### src/rtl/instrumented_adder_pkg.sv
// Shared constants for the instrumented Brent-Kung adder wrapper: widths,
// register addresses and bit positions on the LA2 control word and GPIO bus.
package instrumented_adder_pkg;

  localparam int WIDTH   = 32;
  localparam int IO_BITS = 38;

  localparam logic [2:0] ADDR_A    = 3'd0;
  localparam logic [2:0] ADDR_B    = 3'd1;
  localparam logic [2:0] ADDR_EXT  = 3'd2;
  localparam logic [2:0] ADDR_RING = 3'd3;
  localparam logic [2:0] ADDR_SSEL = 3'd4;

  localparam int LA2_ADDR_LSB = 0;
  localparam int LA2_ADDR_MSB = 2;
  localparam int LA2_WR_BIT   = 3;
  localparam int LA2_RUN_BIT  = 4;
  localparam int LA2_CLR_BIT  = 5;

  localparam int IO_CHAIN_BIT = 8;
  localparam int IO_EXT_BIT   = 9;
  localparam int IO_RUN_BIT   = 10;

endpackage

### src/rtl/instrumented_adder_brent_wrap_adder.sv
// Combinational 32-bit Brent-Kung adder: up-sweep builds power-of-two group
// generates, down-sweep fills in the remaining prefixes; carry-in 0.
module brent_kung_adder32
  import instrumented_adder_pkg::*;
(
  input  logic [WIDTH-1:0] a,
  input  logic [WIDTH-1:0] b,
  output logic [WIDTH-1:0] sum
);

  localparam int UP_STAGES = 5;
  localparam int STAGES    = 2 * UP_STAGES - 1;

  genvar gi, gj;
  generate
    for (gi = 0; gi <= STAGES; gi++) begin : stg
      logic [WIDTH-1:0] g;
      logic [WIDTH-1:0] p;
      if (gi == 0) begin : g_init
        assign g = a & b;
        assign p = a ^ b;
      end else begin : g_tree
        // Up-sweep distances 1,2,4,8,16 then down-sweep 8,4,2,1.
        localparam int L = (gi <= UP_STAGES) ? gi - 1 : 2 * UP_STAGES - 1 - gi;
        localparam int D = 1 << L;
        for (gj = 0; gj < WIDTH; gj++) begin : bit_g
          localparam bit COMB = (gi <= UP_STAGES) ?
                                (((gj + 1) % (2 * D)) == 0) :
                                ((((gj + 1) % (2 * D)) == D) && ((gj + 1) > 2 * D));
          if (COMB) begin : g_op
            assign g[gj] = stg[gi-1].g[gj] | (stg[gi-1].p[gj] & stg[gi-1].g[gj-D]);
            assign p[gj] = stg[gi-1].p[gj] & stg[gi-1].p[gj-D];
          end else begin : g_pass
            assign g[gj] = stg[gi-1].g[gj];
            assign p[gj] = stg[gi-1].p[gj];
          end
        end
      end
    end
  endgenerate

  // Final prefix g[i] is the carry into bit i+1; the top carry is discarded.
  assign sum = stg[0].p ^ {stg[STAGES].g[WIDTH-2:0], 1'b0};

  logic unused_prefix;
  assign unused_prefix = stg[STAGES].g[WIDTH-1] ^ (^stg[STAGES].p);

endmodule

### src/rtl/instrumented_adder_brent_wrap.sv
// Caravel wrapper: LA-loaded operands/masks, a registered sum->A feedback ring
// and an optional toggle counter (enabled by defining EDGE_COUNTER_EN).
module instrumented_adder_brent_wrap
  import instrumented_adder_pkg::*;
(
  input  logic               wb_clk_i,
  input  logic               wb_rst_n,
  input  logic               active,
  input  logic [WIDTH-1:0]   la1_data_in,
  output logic [WIDTH-1:0]   la1_data_out,
  input  logic [WIDTH-1:0]   la1_oenb,
  input  logic [WIDTH-1:0]   la2_data_in,
  output logic [WIDTH-1:0]   la2_data_out,
  input  logic [WIDTH-1:0]   la2_oenb,
  input  logic [WIDTH-1:0]   la3_data_in,
  output logic [WIDTH-1:0]   la3_data_out,
  input  logic [WIDTH-1:0]   la3_oenb,
  input  logic [IO_BITS-1:0] io_in,
  output logic [IO_BITS-1:0] io_out,
  output logic [IO_BITS-1:0] io_oeb
);

  logic [WIDTH-1:0] a_input_reg, b_input_reg, a_ext_mask_reg, a_ring_mask_reg, s_sel_mask_reg;
  logic             chain_out_reg, strobe_q_reg;
  logic [2:0]       addr;
  logic             wr_pulse, run, chain_next;
  logic [WIDTH-1:0] a_eff, sum, rdata, count_val;
  logic [IO_BITS-1:0] io_out_act, io_oeb_act;

  assign addr     = la2_data_in[LA2_ADDR_MSB:LA2_ADDR_LSB];
  assign run      = la2_data_in[LA2_RUN_BIT];
  assign wr_pulse = la2_data_in[LA2_WR_BIT] & ~strobe_q_reg;

  // Ext bits win over ring bits where both masks are set.
  assign a_eff = (a_input_reg & ~(a_ext_mask_reg | a_ring_mask_reg))
               | (io_in[IO_EXT_BIT] ? a_ext_mask_reg : '0)
               | (chain_out_reg ? '0 : (a_ring_mask_reg & ~a_ext_mask_reg));

  brent_kung_adder32 u_adder (
    .a   (a_eff),
    .b   (b_input_reg),
    .sum (sum)
  );

  assign chain_next = |(sum & s_sel_mask_reg);

  always_ff @(posedge wb_clk_i or negedge wb_rst_n) begin
    if (!wb_rst_n) begin
      a_input_reg     <= '0;
      b_input_reg     <= '0;
      a_ext_mask_reg  <= '0;
      a_ring_mask_reg <= '0;
      s_sel_mask_reg  <= '0;
      chain_out_reg   <= 1'b0;
      strobe_q_reg    <= 1'b0;
    end else begin
      strobe_q_reg <= la2_data_in[LA2_WR_BIT];
      if (wr_pulse) begin
        case (addr)
          ADDR_A:    a_input_reg     <= la1_data_in;
          ADDR_B:    b_input_reg     <= la1_data_in;
          ADDR_EXT:  a_ext_mask_reg  <= la1_data_in;
          ADDR_RING: a_ring_mask_reg <= la1_data_in;
          ADDR_SSEL: s_sel_mask_reg  <= la1_data_in;
          default:   ;
        endcase
      end
      if (run) chain_out_reg <= chain_next;
    end
  end

`ifdef EDGE_COUNTER_EN
  logic [WIDTH-1:0] count_reg;

  always_ff @(posedge wb_clk_i or negedge wb_rst_n) begin
    if (!wb_rst_n) begin
      count_reg <= '0;
    end else if (la2_data_in[LA2_CLR_BIT]) begin
      count_reg <= '0;
    end else if (run && (chain_next != chain_out_reg)) begin
      count_reg <= count_reg + 1'b1;
    end
  end

  assign count_val = count_reg;
`else
  logic unused_clr;
  assign unused_clr = la2_data_in[LA2_CLR_BIT];
  assign count_val  = '0;
`endif

  always_comb begin
    rdata = '0;
    case (addr)
      ADDR_A:    rdata = a_input_reg;
      ADDR_B:    rdata = b_input_reg;
      ADDR_EXT:  rdata = a_ext_mask_reg;
      ADDR_RING: rdata = a_ring_mask_reg;
      ADDR_SSEL: rdata = s_sel_mask_reg;
      default:   rdata = '0;
    endcase
  end

  always_comb begin
    io_out_act               = '0;
    io_out_act[IO_CHAIN_BIT] = chain_out_reg;
    io_out_act[IO_RUN_BIT]   = run;
    io_oeb_act               = '1;
    io_oeb_act[IO_CHAIN_BIT] = 1'b0;
    io_oeb_act[IO_RUN_BIT]   = 1'b0;
  end

  assign la1_data_out = active ? sum       : '0;
  assign la2_data_out = active ? count_val : '0;
  assign la3_data_out = active ? rdata     : '0;
  assign io_out       = active ? io_out_act : '0;
  assign io_oeb       = active ? io_oeb_act : '1;

  logic unused_inputs;
  assign unused_inputs = ^{la1_oenb, la2_oenb, la3_data_in, la3_oenb,
                           io_in[IO_BITS-1:IO_EXT_BIT+1], io_in[IO_EXT_BIT-1:0],
                           la2_data_in[WIDTH-1:LA2_CLR_BIT+1]};

endmodule

### config.mk
export PLATFORM = sky130hd
export DESIGN_NAME = instrumented_adder_brent_wrap
export DESIGN_NICKNAME = d
export VERILOG_FILES = /design/src/rtl/instrumented_adder_pkg.sv /design/src/rtl/instrumented_adder_brent_wrap_adder.sv /design/src/rtl/instrumented_adder_brent_wrap.sv
export SDC_FILE = /design/constraint.sdc
export NUM_CORES = 1
export LEC_CHECK = 0
export ABC_AREA = 1
export CAP_MARGIN = 20
export CORE_AREA = 2 2 159 161
export DETAILED_ROUTE_END_ITERATION = 8
export DIE_AREA = 0 0 161 163
export PLACE_DENSITY = 0.79
export SLEW_MARGIN = 20
export SYNTH_ARGS = -nofsm -noshare
export SYNTH_HDL_FRONTEND = slang
export SYNTH_HIERARCHICAL = 1
export SYNTH_SLANG_ARGS = --single-unit
### constraint.sdc
create_clock -name wb_clk_i -period 8.7 [get_ports wb_clk_i]
set_input_delay 2.61 -clock wb_clk_i [delete_from_list [all_inputs] [get_ports wb_clk_i]]
set_output_delay 2.61 -clock wb_clk_i [all_outputs]
set_load 0.01 [all_outputs]
# Word-level counts from Yosys, hierarchy flattened
# Cells that the tools add are included.
dict set report op_classes {
  eq_ne 4
  n_mux 7
  bitwise 139
  reduce_logical 7
}
# operator count
set op_table {}
lappend op_table {{$pmux 32 s5} 1}
lappend op_table {{$mux 32} 4}
lappend op_table {{$and 32x32->32} 3}
lappend op_table {{$or 32x32->32} 3}
lappend op_table {{$and 1x1->1} 75}
lappend op_table {{$not 32->32} 2}
lappend op_table {{$xor 32x32->32} 2}
lappend op_table {{$or 1x1->1} 52}
lappend op_table {{$reduce_or 32->1} 1}
lappend op_table {{$and 31x31->31} 1}
lappend op_table {{$mux 11} 2}
lappend op_table {{$reduce_and 2->1} 5}
lappend op_table {{$eq 3x2->1 const B} 2}
lappend op_table {{$eq 3x1->1 const B} 1}
lappend op_table {{$eq 3x3->1 const B} 1}
lappend op_table {{$logic_not 3->1} 1}
lappend op_table {{$not 1->1} 1}
dict set report totals {
  regBits 162
  elab_cells 164
}

# Depth between registers and ports, before layout
dict set report depth {
  ltp_word 25
  ltp_mapped 28
  ltp_nobuf 27
}

# By module
# Netlist, hierarchy kept.
# module n_inst cells_each area_each_um2 seq_area_each_um2
set by_module_without_submodules {}
lappend by_module_without_submodules {instrumented_adder_brent_wrap 1 1249 9142.5 4053.9}
lappend by_module_without_submodules {brent_kung_adder32 1 173 1360.1 0.0}

# Worst setup path before layout
# No wires, ideal clock.
dict set report synth_timing {
  kind {input to output}
  startpoint {input port io_in[9]}
  endpoint {output port la1_data_out[31]}
  t_arrival_ns 4.818
  required_ns 6.090
  setup_slack_ns 1.272
  stages 19
  n_path_buf 1
  path_cell_list {clkbuf_1 nand2_1 nand2_1 ha_1 or2_1 nand3_1 nand2_2 nand2_1 nand2_2 nand2_2 nand2_4 nand2_2 nand2_2 nand2_2 nand2_2 fa_1 xnor2_1 nand2_1 inv_1}
}
dict set report synth_between {
  elab_cells_between_ends 89
  cone_classes {mux: 2; bitwise: 87}
}
# item line
set synth_rtl {}
lappend synth_rtl {{from (decl)} instrumented_adder_brent_wrap.sv:18} ;# input logic [IO_BITS-1:0] io_in,
lappend synth_rtl {{$mux 32 (*)} instrumented_adder_brent_wrap.sv:36} ;# | (io_in[IO_EXT_BIT] ? a_ext_mask_reg : '0)
lappend synth_rtl {{$or 32x32->32 (*)} instrumented_adder_brent_wrap.sv:36}
lappend synth_rtl {{$or 32x32->32 (*)} instrumented_adder_brent_wrap.sv:37} ;# | (chain_out_reg ? '0 : (a_ring_mask_reg & ~a_ext_mask_reg));
lappend synth_rtl {{via a_eff[3]} instrumented_adder_brent_wrap.sv:27} ;# logic [WIDTH-1:0] a_eff, sum, rdata, count_val;
lappend synth_rtl {{$xor 32x32->32} instrumented_adder_brent_wrap_adder.sv:21} ;# assign p = a ^ b;
lappend synth_rtl {{$and 1x1->1, on equally long branches} {instrumented_adder_brent_wrap_adder.sv:31, instrumented_adder_brent_wrap_adder.sv:32}}
lappend synth_rtl {{$or 1x1->1 / $and 1x1->1 (equally long branches)} instrumented_adder_brent_wrap_adder.sv:31} ;# assign g[gj] = stg[gi-1].g[gj] | (stg[gi-1].p[gj] & stg[gi-1].g[gj-D]);
lappend synth_rtl {{$or 1x1->1 (*)} instrumented_adder_brent_wrap_adder.sv:31}
lappend synth_rtl {{(+7 left out)} -}
lappend synth_rtl {{$or 1x1->1 (*)} instrumented_adder_brent_wrap_adder.sv:31}
lappend synth_rtl {{$and 1x1->1 (*)} instrumented_adder_brent_wrap_adder.sv:31}
lappend synth_rtl {{$or 1x1->1 (*)} instrumented_adder_brent_wrap_adder.sv:31}
lappend synth_rtl {{$and 1x1->1 (*)} instrumented_adder_brent_wrap_adder.sv:31}
lappend synth_rtl {{$or 1x1->1 (*)} instrumented_adder_brent_wrap_adder.sv:31}
lappend synth_rtl {{$xor 32x32->32 (*)} instrumented_adder_brent_wrap_adder.sv:43} ;# assign sum = stg[0].p ^ {stg[STAGES].g[WIDTH-2:0], 1'b0};
lappend synth_rtl {{via sum[31]} instrumented_adder_brent_wrap.sv:27}
lappend synth_rtl {{$mux 32 (*)} instrumented_adder_brent_wrap.sv:113} ;# assign la1_data_out = active ? sum : '0;
lappend synth_rtl {{to (decl)} instrumented_adder_brent_wrap.sv:10} ;# output logic [WIDTH-1:0] la1_data_out,
# The timed path passes the listed nets; every way through them passes the cells marked *.

# Worst setup path after layout
# Ends and elaborated chain as after synthesis.

==> reports/metrics.cfg <==
[synthesis]
synth-compound-area-share=0.131
yosysMostFrequentCell=nand2_1
synth.distinct_cells=32
synthTopCellsByArea=dfrtp_1, nand2_1, buf_4
ys_warn_count=6
synth_xor_xnor_area_share=0.0133
synth-simple-area-share=0.258
postSynthAreaPerCell_sq_um=7.39
seq_area_frac_synth=0.386
synth_fa_ha_area_frac=0.0650
yosys.area.top_type=dfrtp_1
synth-edff-count=0
netlist_area_sq_um=10500
synth_top_area_frac=0.386
synth_seq_cells=162
ys.flop_type=dfrtp_1
synth_top_family_by_area=simple AND/OR/NAND/NOR gates
synth.area.mux_share=0
synthTopCellsByCount=nand2_1, dfrtp_1, o21ai_0
synth-async-reset-ratio=1.00
syn-instance-count=1422

[clocking]
numCtsBuffers=17
cts_tree=built
clock_path_buffers=2
clkSlewWorstSetupHoldPaths_ns=0.06
cts.sinks=162
insertion_delay_ns=0.43
htree_levels=4
cts_root_buf=clkbuf_16
post_cts_buffers=0

[pwr]
powerDensity_nw_per_um2=250
p_seq_frac=0.344
design_power_total_mw=3.06
swShare=0.371
irDropWorstVdd_mv=0.166
internal_power_mw=1.92
power_switching_mw=1.13
p_comb_frac=0.402
clock_power_share=0.254
p_leak_nw=6.38

[floorplanning]
die_y_um=163
io-pin-count=405
dieArea_sq_um=26200
start_util=0.426
core_sq_um=24700
die_w_um=161
rows=58

[layout]
seqCellArea_sq_um=4050
fin_area_sq_um=12200
multiInputGateArea_sq_um=5310
finalNonFillerCells=1868
post-route-util=0.496
nNetsFinal=1803
drive_above_1_share=0.0871
area_growth_pct=16.5
antennaDiodeCount=0
n_fill_cell=2300

[timing]
max_slew_margin=0.355
fin_skew_ns=0.00553
max_freq_ghz=0.119
period_minus_slack_ns=8.40
setup_violations=0
worst_slew_pin_slew_ns=0.966
hold_viol=0
timing_max_transition_violations_final=0
holdWs_ns=0.509
finalCritPeriodShare=0.966
tns_ns=0
fin_ws_ns=0.296
rsz0062_at_grt=no

[critical_path]
arrival_ns=5.79
worstSetupPathType=input port to output port
crit_fanout=5
startpoint_type=input port
cp.required_ns=6.09
critPathCaptureType=output port
r2r_slack_ns=4.69
reg2reg_depth=28

[routing]
ant_nets=0
avgRoutedWirePerCell_um=15.0
drc_errors=0
dr_total_vias=9297
drtIter0Drc=628
drt_pre_antenna_iters=5
routed_wl_um=28000
detail_route.vias_per_cell=4.98

[worst_hold_path]
hp-class=register to register
min_path_cells=2

[outcome]
status=finished, final reports clean

[global_routing]
grt.total_usage=0.217
antenna_found_initial=0
grt_max_degree=94
grt_pass1_wl_um=45000
grt-ovfl-total=0
grt_pass1_vias=8847

[place]
gp_congestion=0.853
placed_cells=1836
placed_cell_area_sq_um=11600
io_buffers=108
dp.final_hpwl_um=19400
place_ws_ns=-0.108

[run]
drv_cap=0

worst max-delay path: stages:
cell	delay (ns)
clkbuf_2	0.15
buf_4	0.19
nand2_1	0.07
nand2_1	0.07
ha_1	0.31
or2_1	0.24
nand3_1	0.11
nand2_2	0.10
nand2_1	0.09
nand2_2	0.10
nand2_2	0.10
nand2_4	0.06
nand2_2	0.06
nand2_2	0.07
nand2_2	0.08
nand2_2	0.06
fa_1	0.42
xnor2_2	0.20
nand2_1	0.07
inv_1	0.07
clkdlybuf4s50_1	0.53
cell families (layout without fill, tap and decap cells):
family,count (synthesis),after routing
buffers and inverters,278,292
other,2,104
DFF,162,162
adders and majority gates,45,45
AOI/OAI and AO/OA,242,242
xor gates and xnor gates,16,16
and+or+nand+nor,677,677
power groups by stage:
stage / clock network (mW) / logic, mW / registers [mW]
after global routing: 0.817 / 1.38 / 1.07
final: 0.776 / 1.23 / 1.05
after floorplan: 0 / 0.793 / 1.02
after detailed placement: 0 / 1.21 / 1.06
after global placement: 0 / 1.17 / 1.05
after CTS: 0.780 / 1.22 / 1.05
per-layer routing:
layer,vias to the layer above,GRT usage,wire length (um)
li1,4462,-,-
met1,4363,0.280,11900
met2,405,0.362,13300
met3,67,0.0359,1950
met4,0,0.0905,861
met5,-,0,0
what timing repair did:
action,4_1_cts,5_1_grt
setup endpoints to repair,5,2
hold buffers,0,0
resized for setup,2,4
cell usage in the layout (no fill, tap or decap), drive strengths merged:
| cell type | netlist | final |
|---|---|---|
| a211oi | 1 | 1 |
| fa | 16 | 16 |
| xor2 | 5 | 5 |
| nand3 | 37 | 37 |
| clkbuf | 31 | 24 |
| dfrtp | 162 | 162 |
| nand2 | 548 | 548 |
| xnor2 | 11 | 11 |
| nand4 | 2 | 2 |
| nor3 | 3 | 3 |
| clkinvlp | 0 | 2 |
| inv | 113 | 113 |
| ha | 29 | 29 |
| o21ai | 192 | 192 |
| buf | 134 | 40 |
| clkinv | 0 | 4 |
| clkdlybuf4s50 | 0 | 106 |
| or2 | 1 | 1 |
| a21oi | 41 | 41 |
| bufinv | 0 | 3 |
| a31oi | 3 | 3 |
| a21o | 2 | 2 |
| nor2 | 86 | 86 |
| conb | 2 | 104 |
| o21bai | 3 | 3 |
final timing paths:
path	start	to
setup / recovery	io_in[9]	la1_data_out[31]
hold / removal	a_input_reg[11]$_DFFE_PN0P_	a_input_reg[11]$_DFFE_PN0P_
setup reg to reg	chain_out_reg$_DFFE_PN0P_	chain_out_reg$_DFFE_PN0P_
hold reg to reg	a_input_reg[11]$_DFFE_PN0P_	a_input_reg[11]$_DFFE_PN0P_
max in group asynchronous	wb_rst_n	a_ext_mask_reg[10]$_DFFE_PN0P_
min in group asynchronous	wb_rst_n	a_input_reg[26]$_DFFE_PN0P_
final cells by class:
| class | instances | area share |
|---|---|---|
| inverters | 113 | 0.0347 |
| clock buffers | 23 | 0.0391 |
| flip-flops and latches | 162 | 0.331 |
| repair buffers | 147 | 0.116 |
| clock inverters | 9 | 0.0105 |
| well taps | 330 | 0.0338 |
| multi-input cells | 1084 | 0.434 |
(Power assumes the default switching activity.)
==> variant 1: new RTL, same settings <==
Build with the macro `EDGE_COUNTER_EN` defined.
--- a/src/rtl/instrumented_adder_brent_wrap.sv
+++ b/src/rtl/instrumented_adder_brent_wrap.sv
@@ -1,5 +1,7 @@
 // Caravel wrapper: LA-loaded operands/masks, a registered sum->A feedback ring
 // and an optional toggle counter (enabled by defining EDGE_COUNTER_EN).
+`define EDGE_COUNTER_EN
+
 module instrumented_adder_brent_wrap
   import instrumented_adder_pkg::*;
 (
Function: not settled (the Yosys comparison gave no result); the edit may change what the design does.
==> variant 1 against the unedited design <==
Non-clock buffer count up 48; power up 9.5%; sequential cell count up 32; register-to-register slack worse by 1.3 ns; design area up 22%; synthesized area up 19%; critical path depth down 1; setup slack worse by 0.16 ns; routed wire length up 22%; sequential power up 15%; global-route usage up 4.3 points; count of clock-buffer cells in the layout down 4; fmax down 1.9%; synthesized cell count up 22%; critical endpoint is now la1_data_out[26]; largest cell class unchanged; highest routed layer unchanged.
==> variant 1: results (changes against the unedited design) <==
| Result | Value | vs unedited |
| --- | --- | --- |
| Seq Cell Count | 194 | +20% |
| Drt first-iter violations | 1,105 | +76% |
| Count of clock-net buffers in the final layout | 19 | -17% |
| Routed wire length on met3 | 2807 um | +44% |
| Met2 usage in global routing | 43.41% | +7.2 points |
| Inverters | 213 | +88% |
| Via count of the first global-routing pass | 11,280 | +28% |
| Data arrival time of the critical path | 5.95 ns | +0.16 ns |
| Share of layout cells above drive strength 1 | 8.568% | -0.14 points |
| Non-clock buffer count in the final layout | 195 | +33% |
| Number of vias per cell | 5.338 | +7.3% |
| VDD IR max | 0.1804 mV | +8.8% |
| Fillcell total | 2,237 | -2.7% |
| Proportion of cell area occupied by multi-input gates | 42.46% | -0.95 points |
| Multi-Input Combinational | 1,246 | +15% |
| Setup clock skew after layout | 0.009936 ns | +0.004411 ns |
| Top post-synthesis cells by area | dfrtp_1 (39%), nand2_1 (15%), o21ai_0 (10%) |  |
| Antenna diodes | 1 | +1 |
| I/O Buffers | 141 | +31% |
| Metal1 wirelength | 14,280 um | +20% |
| H-tree levels | 4 | unchanged |
| Global routing usage summed across all routing layers | 26.00% | +4.3 points |
| GR Layer Usage met1 | 34.72% | +6.7 points |
| Total CTS buffers | 17 | unchanged |
| Wire length of the first global-routing pass | 55,050 um | +22% |
| Root Buffer Master | clkbuf_16 |  |
| Number of unique standard cell types used by synthesis | 40 | +25% |
| Cell types with the highest counts after synthesis | nand2_1 (510), o21ai_0 (261), inv_1 (202) |  |
| Non-clock buffer share | 12.57% | +0.93 points |
| Pre-CTS worst setup slack | -0.2534 ns | -0.1451 ns |
| Initial antenna violation count | 1 | +1 |
| Fraction of the yosys area taken by sequential cells | 38.97% | +0.37 points |
| Fin nets | 2,146 | +19% |
| Outcome | finished clean |  |
| Global placement routability congestion | 0.8574 | +0.55% |
| Largest driver fanout on the critical path | 9 | +4 |
| Area taken by flip-flops and latches | 4855 sq um | +20% |
| Actual transition at the worst max-transition pin | 0.9954 ns | +0.02942 ns |
| DR pass1 iterations | 6 | +1 |
| Wire length on met2 | 16,290 um | +23% |
| Largest net degree at the start of global routing | 119 | +27% |
| Routed wire length | 34,290 um | +22% |
| Fraction of area in clock buffers and inverters | 4.108% | -0.85 points |
==> variant 1: repair_timing <==
item / 4_1_cts / 5_1_grt
setup endpoints to repair: 17 / 20
pin swaps: 6 / 10
setup buffers: 2 / 0
hold buffers: 0 / 0
gates cloned: 0 / 0
resized for setup: 11 / 37
==> variant 1: kinds of logic (layout without fill, tap and decap cells) <==
kind of cell	count (synthesis)	after routing	share of synthesized area, %
adders and majority gates	46	46	5.584
AOI/OAI and AO/OA	386	386	16.08
xor gates and xnor gates	25	25	1.758
other	2	73	0.06028
DFF	194	194	38.97
buffers and inverters	365	439	13.45
and+or+nand+nor	717	717	24.10
==> variant 1: final timing paths <==
path / startpoint / endpoint / slack (ns) / cells after the start
max in group asynchronous: wb_rst_n / a_ext_mask_reg[8] / 4.80 / 2
worst min register to register: a_input_reg[23] / a_input_reg[23] / 0.51 / 2
worst max register to register: chain_out_reg / count_reg[30] / 3.43 / 30
worst max-delay path: io_in[9] / la1_data_out[26] / 0.14 / 20
min in group asynchronous: wb_rst_n / a_input_reg[27] / 2.34 / 1
worst min-delay path: a_input_reg[23] / a_input_reg[23] / 0.51 / 2
==> variant 1: per-stage QoR <==
step,instance area (sq um),std cells,setup TNS [ns]
2_1_floorplan,12720,1805,0
3_3_place_gp,14110,2176,-1.176
3_5_place_dp,14110,2176,-1.824
4_1_cts,14760,2209,0
5_1_grt,14860,2210,0
6_report,14860,2210,0
==> variant 1: critical path, delay by kind of cell <==
family	cells	cell delay [ns]
AOI/OAI and AO/OA	2	0.30
adders and majority gates	2	0.80
buffers and inverters	6	1.51
and+or+nand+nor	10	0.73
==> variant 1: power breakdown <==
group | internal, mW | switching, mW
sequential | 1.06 | 0.150
clock | 0.468 | 0.353
combinational | 0.593 | 0.725
total | 2.12 | 1.23
==> variant 2: new RTL, config.mk and constraints unchanged <==
Without the edit above. Put a register stage on the output `io_oeb`, with the module's reset. The value now appears one clock later. The other outputs are not delayed to match.
--- a/src/rtl/instrumented_adder_brent_wrap.sv
+++ b/src/rtl/instrumented_adder_brent_wrap.sv
@@ -114,7 +114,13 @@
   assign la2_data_out = active ? count_val : '0;
   assign la3_data_out = active ? rdata     : '0;
   assign io_out       = active ? io_out_act : '0;
-  assign io_oeb       = active ? io_oeb_act : '1;
+  always_ff @(posedge wb_clk_i or negedge wb_rst_n) begin
+    if (!wb_rst_n) begin
+      io_oeb <= '0;
+    end else begin
+      io_oeb <= active ? io_oeb_act : '1;
+    end
+  end
 
   logic unused_inputs;
   assign unused_inputs = ^{la1_oenb, la2_oenb, la3_data_in, la3_oenb,
Behaviour: not the same (Yosys sat finds a counterexample within 4 cycles, from zero or initial values and one cycle with wb_rst_n low).
==> variant 2 against the unedited design <==
Largest power group unchanged; setup slack worse by 0.14 ns; sequential cell count up 2; routed wire length grew 3.8%; synthesized area grew 0.44%; design area increased by 1.5%; power up 0.61%; via count grew 1.9%; critical endpoint is now la1_data_out[21].
==> variant 2: results (changes against the unedited design) <==
| Result | Value | vs unedited |
| --- | --- | --- |
| Wire length of the first global-routing pass | 46,160 um | +2.7% |
| Drt first-iter violations | 699 | +11% |
| Startpoint of the worst hold path | a_input_reg[27] |  |
| Metal1 wirelength | 12,210 um | +2.3% |
| Share of layout cells above drive strength 1 | 8.175% | -0.54 points |
| Count of clock-net buffers in the final layout | 20 | -13% |
| Non-clock buffer share | 13.55% | +1.9 points |
| Outcome | finished clean |  |
| Via count of the first global-routing pass | 9,084 | +2.7% |
| Largest net degree at the start of global routing | 103 | +9.6% |
| Number of sinks on the clock net | 164 | +1.2% |
| Area taken by flip-flops and latches | 4104 sq um | +1.2% |
| Wire length per cell after detailed routing | 15.66 um | +4.3% |
| Endpoint of the worst hold-timing path | a_input_reg[27] |  |
| Global placement routability congestion | 0.8598 | +0.83% |
| Setup clock skew after layout | 0.009734 ns | +0.004208 ns |
| Cell types with the highest counts after synthesis | nand2_1 (533), dfrtp_1 (164), o21ai_0 (126) |  |
| Fraction of the yosys area taken by sequential cells | 38.90% | +0.31 points |
| Yosys warning total | 6 | unchanged |
| Worst hold margin | 0.5049 ns | -0.004462 ns |
| Clock transition at the register clock pins on the worst setup and hold paths after CTS | 0.06 ns | about the same |
| Mapped Cells | 1,423 | +0.070% |
| Total CTS buffers | 17 | unchanged |
| Layout area overhead | 17.72% |  |
| Multi-Input Combinational | 1,049 | -3.2% |
| Fillcell total | 2,308 | +0.35% |
| Placed Instance Area | 11,760 sq um | +1.2% |
| Fraction of area in clock buffers and inverters | 4.907% | -0.054 points |
| I/O Buffers | 144 | +33% |
| Net load switching power | 1.157 mW | +1.9% |
| Post-CTS repair timing setup buffer count | 0 | unchanged |
| Static Leak | 6.382 nW | about the same |
| Max transition margin | 34.63% | -0.92 points |
| Top post-synthesis cells by area | dfrtp_1 (39%), nand2_1 (19%), buf_4 (7.4%) |  |
| Data arrival time of the critical path | 5.94 ns | +0.15 ns |
| Total number of vias | 9,478 | +1.9% |
| Pre-CTS worst setup slack | -0.07596 ns | +0.03240 ns |
| Clock network latency to the later pin of the worst-skew pair | 0.43 ns | about the same |
| VDD IR max | 0.1749 mV | +5.5% |
| Cell count after placement | 1,826 | -0.54% |
| Global routing usage summed across all routing layers | 22.28% | +0.62 points |
| Non-clock buffer count in the final layout | 171 | +16% |
| Routed wire length | 29,110 um | +3.8% |
==> variant 2: how the worst max path moves through the flow <==
| stage | from | to | slack, ns | depth (start not counted) |
|---|---|---|---|---|
| finish | io_in[9] | la1_data_out[21] | 0.15 | 20 |
| global route | io_in[9] | la1_data_out[23] | 0.007 | 20 |
| CTS | io_in[9] | la1_data_out[31] | 0.12 | 22 |
| detailed placement | io_in[9] | la1_data_out[31] | -0.08 | 22 |
| global placement | io_in[9] | la1_data_out[31] | -0.06 | 22 |
| floorplan | io_in[9] | la1_data_out[31] | 1.27 | 19 |
==> variant 2: metal layers <==
| layer | up-vias | GRT usage [%] |
|---|---|---|
| met5 | - | 0 |
| met4 | 0 | 9.781 |
| met3 | 75 | 3.489 |
| met2 | 443 | 37.48 |
| met1 | 4479 | 28.56 |
| li1 | 4481 | - |
==> variant 2: power by group through the flow <==
stage | clock network, mW | registers, mW | logic [mW]
6_report | 0.783 | 1.06 | 1.23
5_1_grt | 0.819 | 1.09 | 1.37
4_1_cts | 0.786 | 1.06 | 1.21
3_5_place_dp | 0 | 1.07 | 1.20
3_3_place_gp | 0 | 1.06 | 1.17
2_1_floorplan | 0 | 1.03 | 0.790
==> variant 2: worst min-delay path, stage by stage, from the launching register on <==
cell and delay [ns]:
dfrtp_1 0.36, nand2_1 0.05, o21ai_0 0.06
==> variant 2: logic make-up (layout without fill, tap and decap cells) <==
| family | after synthesis | after routing | synth area share [%] |
|---|---|---|---|
| AO/OA/AOI/OAI | 242 | 242 | 13.05 |
| buffers and inverters | 277 | 316 | 14.53 |
| AND/OR/NAND/NOR | 677 | 677 | 25.64 |
| adder cells (fa/ha/maj) | 45 | 45 | 6.476 |
| other | 2 | 69 | 0.07119 |
| flip-flops | 164 | 164 | 38.90 |
| XOR/XNOR | 16 | 16 | 1.328 |
